[src/rtl/uart_bus_master_if.sv]
// Handshake and bus signals between the UART byte FIFOs, the bus master and the peripheral bus mux.
// Signal names follow the master's point of view (_i into the master, _o out of it).
interface uart_bus_master_if;
   logic [7:0]  rx_data_i;
   logic        rx_valid_i;
   logic        rx_ready_o;
   logic [7:0]  tx_data_o;
   logic        tx_valid_o;
   logic        tx_ready_i;
   logic [15:0] address_o;
   logic [7:0]  data_o;
   logic        rd_wr_o;
   logic [7:0]  data_i;
   logic        busy_o;

   modport master (
      input  rx_data_i, rx_valid_i, tx_ready_i, data_i,
      output rx_ready_o, tx_data_o, tx_valid_o, address_o, data_o, rd_wr_o, busy_o
   );

   modport slave (
      output rx_data_i, rx_valid_i, tx_ready_i, data_i,
      input  rx_ready_o, tx_data_o, tx_valid_o, address_o, data_o, rd_wr_o, busy_o
   );
endinterface

[src/rtl/uart_bus_master.sv]
// UART-driven bus initiator: parses 'W' AH AL D / 'R' AH AL frames from the RX byte stream,
// performs one single-cycle bus access and answers with read data, ACK or NAK on the TX stream.
module uart_bus_master #(
   parameter logic [15:0] IdleAddress   = 16'hFFFF,
   parameter int          ReadLatency   = 1,
   parameter int          TimeoutCycles = 48000000,
   parameter bit          WriteAck      = 1'b1
) (
   input  logic             clk_i,
   input  logic             reset_n_i,
   uart_bus_master_if.master bus
);

   localparam logic [7:0] CmdWrite = 8'h57;
   localparam logic [7:0] CmdRead  = 8'h52;
   localparam logic [7:0] ByteAck  = 8'h06;
   localparam logic [7:0] ByteNak  = 8'h15;

   localparam int             CntW    = (TimeoutCycles > 0) ? $clog2(TimeoutCycles + 1) : 1;
   localparam logic [CntW-1:0] CntLast = CntW'((TimeoutCycles > 0) ? TimeoutCycles - 1 : 0);
   localparam logic [CntW-1:0] CntMax  = '1;
   localparam int             LatW    = (ReadLatency > 1) ? $clog2(ReadLatency) : 1;
   localparam logic [LatW-1:0] LatLast = LatW'((ReadLatency > 0) ? ReadLatency - 1 : 0);

   typedef enum logic [2:0] {
      IDLE, ADDR_H, ADDR_L, DATA, BUS_WR, BUS_RD, RD_WAIT, RESP
   } state_t;

   state_t          state;
   logic            is_write;
   logic [7:0]      addr_h;
   logic [7:0]      addr_l;
   logic [CntW-1:0] tmo_cnt;
   logic [LatW-1:0] lat_cnt;
   logic            accept;

   assign accept = bus.rx_valid_i && bus.rx_ready_o;

   always_ff @(posedge clk_i or negedge reset_n_i) begin
      if (!reset_n_i) begin
         state          <= IDLE;
         is_write       <= 1'b0;
         addr_h         <= '0;
         addr_l         <= '0;
         tmo_cnt        <= '0;
         lat_cnt        <= '0;
         bus.rx_ready_o <= 1'b0;
         bus.tx_data_o  <= '0;
         bus.tx_valid_o <= 1'b0;
         bus.address_o  <= IdleAddress;
         bus.data_o     <= '0;
         bus.rd_wr_o    <= 1'b0;
         bus.busy_o     <= 1'b0;
      end else begin
         case (state)
            IDLE: begin
               bus.rx_ready_o <= 1'b1;
               bus.busy_o     <= 1'b0;
               tmo_cnt        <= '0;
               if (accept) begin
                  bus.busy_o <= 1'b1;
                  if (bus.rx_data_i == CmdWrite || bus.rx_data_i == CmdRead) begin
                     is_write <= (bus.rx_data_i == CmdWrite);
                     state    <= ADDR_H;
                  end else begin
                     bus.tx_data_o  <= ByteNak;
                     bus.tx_valid_o <= 1'b1;
                     bus.rx_ready_o <= 1'b0;
                     state          <= RESP;
                  end
               end
            end

            ADDR_H, ADDR_L, DATA: begin
               if (accept) begin
                  tmo_cnt <= '0;
                  case (state)
                     ADDR_H: begin
                        addr_h <= bus.rx_data_i;
                        state  <= ADDR_L;
                     end
                     ADDR_L: begin
                        addr_l <= bus.rx_data_i;
                        if (is_write) begin
                           state <= DATA;
                        end else begin
                           bus.address_o  <= {addr_h, bus.rx_data_i};
                           bus.rx_ready_o <= 1'b0;
                           state          <= BUS_RD;
                        end
                     end
                     default: begin
                        bus.address_o  <= {addr_h, addr_l};
                        bus.data_o     <= bus.rx_data_i;
                        bus.rd_wr_o    <= 1'b1;
                        bus.rx_ready_o <= 1'b0;
                        state          <= BUS_WR;
                     end
                  endcase
               end else if (TimeoutCycles != 0 && tmo_cnt == CntLast) begin
                  // Abandoned frame: drop silently, no bus access and no reply
                  tmo_cnt    <= '0;
                  bus.busy_o <= 1'b0;
                  state      <= IDLE;
               end else if (tmo_cnt != CntMax) begin
                  tmo_cnt <= tmo_cnt + 1'b1;
               end
            end

            BUS_WR: begin
               bus.address_o <= IdleAddress;
               bus.data_o    <= '0;
               bus.rd_wr_o   <= 1'b0;
               if (WriteAck) begin
                  bus.tx_data_o  <= ByteAck;
                  bus.tx_valid_o <= 1'b1;
                  state          <= RESP;
               end else begin
                  bus.busy_o     <= 1'b0;
                  bus.rx_ready_o <= 1'b1;
                  state          <= IDLE;
               end
            end

            BUS_RD: begin
               // Address is shown for one cycle only, since a read may pop a peripheral FIFO
               bus.address_o <= IdleAddress;
               lat_cnt       <= '0;
               if (ReadLatency == 0) begin
                  bus.tx_data_o  <= bus.data_i;
                  bus.tx_valid_o <= 1'b1;
                  state          <= RESP;
               end else begin
                  state <= RD_WAIT;
               end
            end

            RD_WAIT: begin
               if (lat_cnt == LatLast) begin
                  bus.tx_data_o  <= bus.data_i;
                  bus.tx_valid_o <= 1'b1;
                  state          <= RESP;
               end else begin
                  lat_cnt <= lat_cnt + 1'b1;
               end
            end

            RESP: begin
               if (bus.tx_ready_i) begin
                  bus.tx_valid_o <= 1'b0;
                  bus.busy_o     <= 1'b0;
                  bus.rx_ready_o <= 1'b1;
                  state          <= IDLE;
               end
            end

            default: begin
               state <= IDLE;
            end
         endcase
      end
   end

endmodule

[src/flat_wrapper.sv]
// flat-port wrapper written by rule: the top's interface ports become plain ports
module uart_bus_master_flat 
#(
   parameter logic [15:0] IdleAddress   = 16'hFFFF,
   parameter int          ReadLatency   = 1,
   parameter int          TimeoutCycles = 48000000,
   parameter bit          WriteAck      = 1'b1
)
  (clk_i, reset_n_i, bus_rx_data_i, bus_rx_valid_i, bus_tx_ready_i, bus_data_i, bus_rx_ready_o, bus_tx_data_o, bus_tx_valid_o, bus_address_o, bus_data_o, bus_rd_wr_o, bus_busy_o);
  uart_bus_master_if bus_i ();
  input  logic clk_i;
  input  logic reset_n_i;
  input wire logic [$bits(bus_i.rx_data_i)-1:0] bus_rx_data_i;
  input wire logic [$bits(bus_i.rx_valid_i)-1:0] bus_rx_valid_i;
  input wire logic [$bits(bus_i.tx_ready_i)-1:0] bus_tx_ready_i;
  input wire logic [$bits(bus_i.data_i)-1:0] bus_data_i;
  output wire logic [$bits(bus_i.rx_ready_o)-1:0] bus_rx_ready_o;
  output wire logic [$bits(bus_i.tx_data_o)-1:0] bus_tx_data_o;
  output wire logic [$bits(bus_i.tx_valid_o)-1:0] bus_tx_valid_o;
  output wire logic [$bits(bus_i.address_o)-1:0] bus_address_o;
  output wire logic [$bits(bus_i.data_o)-1:0] bus_data_o;
  output wire logic [$bits(bus_i.rd_wr_o)-1:0] bus_rd_wr_o;
  output wire logic [$bits(bus_i.busy_o)-1:0] bus_busy_o;
  assign bus_i.rx_data_i = bus_rx_data_i;
  assign bus_i.rx_valid_i = bus_rx_valid_i;
  assign bus_i.tx_ready_i = bus_tx_ready_i;
  assign bus_i.data_i = bus_data_i;
  assign bus_rx_ready_o = bus_i.rx_ready_o;
  assign bus_tx_data_o = bus_i.tx_data_o;
  assign bus_tx_valid_o = bus_i.tx_valid_o;
  assign bus_address_o = bus_i.address_o;
  assign bus_data_o = bus_i.data_o;
  assign bus_rd_wr_o = bus_i.rd_wr_o;
  assign bus_busy_o = bus_i.busy_o;
  uart_bus_master #(.IdleAddress(IdleAddress), .ReadLatency(ReadLatency), .TimeoutCycles(TimeoutCycles), .WriteAck(WriteAck)) u_core (.clk_i(clk_i), .reset_n_i(reset_n_i), .bus(bus_i));
endmodule
[config.mk]
export PLATFORM = sky130hd
export DESIGN_NAME = uart_bus_master_flat
export DESIGN_NICKNAME = d
export VERILOG_FILES = /design/src/rtl/uart_bus_master_if.sv /design/src/rtl/uart_bus_master.sv /design/src/flat_wrapper.sv
export SDC_FILE = /design/constraint.sdc
export NUM_CORES = 1
export LEC_CHECK = 0
export CAP_MARGIN = 15
export CORE_MARGIN = 8
export CORE_UTILIZATION = 55
export DETAILED_ROUTE_END_ITERATION = 12
export PLACE_DENSITY = 0.8
export RECOVER_POWER = 50
export SLEW_MARGIN = 30
export SYNTH_ARGS = -nofsm -noshare
export SYNTH_HDL_FRONTEND = slang
export SYNTH_SLANG_ARGS = --single-unit
[constraint.sdc]
create_clock -name clk_i -period 2.64 [get_ports clk_i]
set_input_delay 0.264 -clock clk_i [delete_from_list [all_inputs] [get_ports clk_i]]
set_output_delay 0.264 -clock clk_i [all_outputs]
set_load 0.005 [all_outputs]
# --- Word-level counts from Yosys, hierarchy flattened ---
# Index checks and enable logic that the tools add are counted.
word_totals:
  ff_bits: 83
  input_bits: 20
  output_inout_bits: 36
  word_cells: 107
op_classes:
  n_addsub: 2
  n_eq_ne: 23
  mux: 45
  reduce_logical: 24
op_table:
  columns: ["op", "count"]
  rows:
  - ["$mux W26", 3]
  - ["$pmux W16 S2", 2]
  - ["$pmux W26 S2", 1]
  - ["$mux W8", 5]
  - ["$mux W16", 2]
  - ["$add A26 B1 Y26 const B", 1]
  - ["$eq A26 B26 Y1 const B", 1]
  - ["$ne A26 B26 Y1 const B", 1]
  - ["$pmux W8 S3", 1]
  - ["$mux W3", 7]
  - ["$pmux W3 S6", 1]
  - ["$eq A8 B7 Y1 const B", 2]
  - ["$pmux W8 S2", 1]
  - ["$reduce_and A4 Y1", 4]
  - ["$mux W1", 15]
  - ["$eq A3 B3 Y1 const B", 4]
  - ["$ne A2 B2 Y1 const B", 6]
  - ["$reduce_and A3 Y1", 4]
  - ["$reduce_and A5 Y1", 2]
  - ["$reduce_bool A2 Y1", 4]
  - ["$eq A3 B2 Y1 const B", 2]
  - ["$ne A2 B1 Y1 const B", 3]
  - ["$pmux W1 S2", 3]
  - ["$pmux W1 S3", 2]
  - ["other kinds (15)", 17]

# --- Logic depth before layout (Yosys ltp) ---
depth:
  depth_word: 5
  ltp_mapped: 8
  depth_no_buf: 6

# --- Worst setup path before layout ---
# OpenSTA, ideal clock, no wires.
synth_timing:
  path_kind: "register to register"
  start: "register u_core.tmo_cnt[0]"
  end: "register u_core.tmo_cnt[11]"
  setup_ps: 121
  arrival_ps: 1904
  required_time_ps: 2519
  slack_ps: 615
  stages_incl_launch_ff: 9
  path_buffers: 2
  synth_period_minus_slack_ps: 2025
  cell_sequence: "dfrtp_1 > ha_1 > nand3_2 > nor4_2 > buf_2 > a31o_2 > nor2_2 > buf_6 > a22o_1"
synth_between:
  elab_chain_cells: 5
  elab_cells_between_ends: 9
  cone_classes: "1 x add/sub; 3 x eq/ne; 4 x mux; 1 x reduce/logical"
synth_lines:
  columns: ["item", "line", "text"]
  rows:
  - ["start, declared", "uart_bus_master.sv:33", "logic [CntW-1:0] tmo_cnt;"]
  - ["start signal, assigned", "uart_bus_master.sv:106", "tmo_cnt <= tmo_cnt + 1'b1;"]
  - ["$add A26 B1 Y26", "uart_bus_master.sv:106", null]
  - ["$mux W26", "uart_bus_master.sv:105", "end else if (tmo_cnt != CntMax) begin"]
  - ["$mux W26", "uart_bus_master.sv:100", "end else if (TimeoutCycles != 0 && tmo_cnt == CntLast) begin"]
  - ["$mux W26", "uart_bus_master.sv:75", "if (accept) begin"]
  - ["$pmux W26 S2", "uart_bus_master.sv:55", "case (state)"]
# Parallel ways exist; a longest one is shown, timed or not. The select of a mux whose other input is x is not followed.
# A chain may end at the register's enable or synchronous reset.

# --- Final worst setup path ---
layout_timing:
  start: "register u_core.tmo_cnt[0]"
  end: "register u_core.tmo_cnt[7]"
# Same word-level chain as after synthesis.

==> run_results.csv <==
group,metric,value,unit
status,outcome,"complete, but fails checks",
status,violations,"capacitance limit, slew limit",
drt,drt-initial-drc-count,227,
global_route,grt-ovfl-total,0,
critical_path,critPathKind,"reg -> reg",
job,cap_violations,1,
timing,fmax,0.441,GHz
timing,post-route-min-period,2270,ps
yosys,syn_nets,412,
final_layout,fin_nets,477,
global_route,grt_pass1_vias,3271,
yosys,syn_inst,391,
global_route,grt_first_pass_wirelength,16.5,mm
placement,hpwl,6.77,mm
critical_path,crit_path_end_kind,"flip-flop",
global_route,grt_max_degree,83,
final_layout,fin_util,69.2,%
timing,finalSetupViolCount,0,
placement,port_buffers,55,
power,intPower,0.00319,W
critical_path,r2r-start,"u_core.tmo_cnt[0]",
power,power_frac_clock,19.7,%
power,netSwitchingFraction,34.3,%
power,power.switching,0.00166,W
yosys,synth_area_per_cell,10.4,sq um
min_path,holdPathStages,2,
final_layout,final_area,0.00499,sq mm
power,leakagePower,2.10,nW
critical_path,r2r_cells,7,
min_path,holdPathEnd,"u_core.addr_l[0]",
yosys,yosysWarnings,0,
drt,finalWirelength,9.97,mm
yosys,synth_area_leaders,"dfrtp_1, dfstp_2, a22o_1, mux2_2, nand2_1",
final_layout,antenna_cells,0,
floorplanning,rows,31,
floorplanning,fp.dieH,102,um
placement,gp_congestion,0.842,
timing,tightestPinTransition,1810,ps
clocking,hold_buffers,1,
clocking,ctsResizeCount,0,
placement,placed_area,0.00478,sq mm
clocking,cts.path.max_buffers,2,
drt,vias,3391,
critical_path,start_kind,"flip-flop",
min_path,min_from,"u_core.addr_l[0]",
critical_path,path_max_fanout,11,
timing,tns,0,ps
yosys,synth_area,0.00407,sq mm
yosys,synth_top_area_share,40.6,%
drt,dr.pass1.iters,4,
timing,max_slew_margin,-20.6,%
drt,vias_per_cell,6.06,
global_route,antenna_found_initial,0,
timing,slew_viol_final,83,
critical_path,critPathArrivalTime,2480,ps
critical_path,startpoint,"u_core.tmo_cnt[0]",
final_layout,drive_above_1_share,19.1,%
yosys,synth-main-ff-cell,"dfrtp_1",
clocking,numClockSinks,82,
power,peakVddDrop,0.612,mV
timing,skew,6.07,ps
yosys,synth_top_cell_by_area,"dfrtp_1",
floorplanning,die_x,102,um
yosys,ys_seq_area_share,50.9,%
clocking,cts_tree,"built",
timing,rsz0062_at_grt,"false",
floorplanning,core,0.00721,sq mm
clocking,h-tree-depth,3,
clocking,clkLatencyLatePin,360,ps
final_layout,syn_to_final_growth,22.6,%
power,combPwrFrac,40.0,%
clocking,clockRootBuffer,"clkbuf_8",
yosys,ys_types,61,
drt,antenna_left,0,
yosys,yosys_register_bits,82,
clocking,postCtsSetupBuffers,0,
clocking,clk_pin_slew_worst_paths,80,ps
min_path,hold_class,"reg -> reg",
critical_path,reg2reg_slack,370,ps
critical_path,cp_data_required_time,2850,ps
drt,wl_per_cell,17.8,um
clocking,cts_made_buffers,9,
yosys,synthArstFlopShare,100,%
drt,drc_errors,0,
floorplanning,io_pins,56,
global_route,gr-usage-all-layers,20.2,%
yosys,synth_edf_count,0,
timing,hold_viol_final,0,
timing,final.period_utilization,85.9,%
power,pwr-share-seq,40.3,%
floorplanning,dieArea,0.0104,sq mm
critical_path,reg2reg_to,"u_core.tmo_cnt[7]",
floorplanning,initial_core_util,56.4,%
power,power_density,972,mW/mm^2
registers in the layout, indices dropped and copies added (netlist names):
register               count
u_core.bus.tx_valid_o      1
u_core.addr_h              8
u_core.bus.busy_o          1
u_core.bus.address_o      16
u_core.tmo_cnt            26
u_core.bus.tx_data_o       8
u_core.bus.rd_wr_o         1
u_core.bus.data_o          8
u_core.state               3
u_core.addr_l              8
u_core.is_write            1
u_core.bus.rx_ready_o      1
layout by cell type (no fill, tap or decap), types with 10 or more instances in the layout:
master           Yosys  layout
dlygate4sd3_1        0      19
a21oi_1             22      22
inv_1               15      15
dfstp_2             16      16
a22o_1              26      26
mux2_2              16      16
nand3_1             13      13
nor2_1              26      26
buf_4                1      18
nand2_1             34      34
dfrtp_1             66      66
clkbuf_8             0      10
o22ai_1             12      12
clkdlybuf4s50_1      0      36
synth_stat cells (4+ instances only):
cell	count
nand4_1	7
o22ai_1	12
inv_1	15
nor2b_1	5
nor2_1	26
buf_2	8
o21ai_2	9
mux2_2	16
a22o_1	26
nand2b_1	7
clkbuf_1	8
o31ai_1	4
nor3_1	9
nor4_1	7
nand2_1	34
o21ai_0	9
a22oi_1	5
mux2i_1	8
dfstp_2	16
nand3_1	13
dfrtp_1	66
a31oi_1	6
a21oi_1	22
worst max-delay path: stages (launching register included):
cell      delay, ps
dfrtp_1         410
ha_1            240
nand3_2         220
nor4_2          380
buf_4           220
a31oi_1         110
nand2_1         350
o311ai_0        180
cell type report:
type	instances	area, sq um
Clock buffer	10	138
Sequential cell	82	2070
Tap cell	99	124
Inverter	15	56.3
Multi-Input combinational cell	274	1840
Clock inverter	6	75.1
Fill cell	590	2220
Timing Repair Buffer	74	691
logic make-up (layout without fill, tap and decap cells):
kind of cell / count (synthesis) / in the layout / share of synthesized area (%)
buffers and inverters: 35 / 105 / 4.15
xor gates and xnor gates: 1 / 1 / 0.215
and+or+nand+nor: 133 / 133 / 17.9
AOI/OAI and AO/OA: 115 / 115 / 20.2
DFF: 82 / 82 / 50.9
adders and majority gates: 1 / 1 / 0.307
muxes: 24 / 24 / 6.39
metal layers:
metal | up-vias | share of wire, % | global-route usage (%) | routed length, um
li1 | 1586 | - | - | -
met1 | 1652 | 44 | 27.5 | 4440
met2 | 140 | 48 | 30.9 | 4750
met3 | 13 | 6.6 | 4.50 | 660
met4 | 0 | 1.2 | 7.34 | 124
met5 | - | 0 | 0 | 0
power by group through the flow:
stage | registers, W | logic [W] | clock network (W)
after floorplan | 0.00197 | 0.00118 | 0
after global placement | 0.00196 | 0.00193 | 0
after detailed placement | 0.00198 | 0.00197 | 0
after CTS | 0.00196 | 0.00200 | 0.000973
after global routing | 0.00201 | 0.00211 | 0.00104
final | 0.00196 | 0.00194 | 0.000956
through the flow:
| stage | hold WS, ps | instances | total power, W | worst slack (ps) |
|---|---|---|---|---|
| after floorplan | -31.6 | 391 | 0.00315 | 615 |
| after global routing | 525 | 560 | 0.00516 | 191 |
| final | 497 | 560 | 0.00485 | 372 |
| after global placement | 472 | 543 | 0.00389 | 410 |
| after CTS | 500 | 560 | 0.00493 | 403 |
| after detailed placement | 353 | 543 | 0.00396 | 338 |
worst max-delay path by stage:
stage	to	slack, ps	cells after the start
floorplan	u_core.tmo_cnt[11]	610	8
global placement	u_core.tmo_cnt[14]	410	7
detailed placement	u_core.tmo_cnt[7]	340	6
CTS	u_core.tmo_cnt[7]	400	7
global route	u_core.tmo_cnt[7]	190	7
finish	u_core.tmo_cnt[7]	370	7
Note: power is estimated with default switching activity, not from simulation.
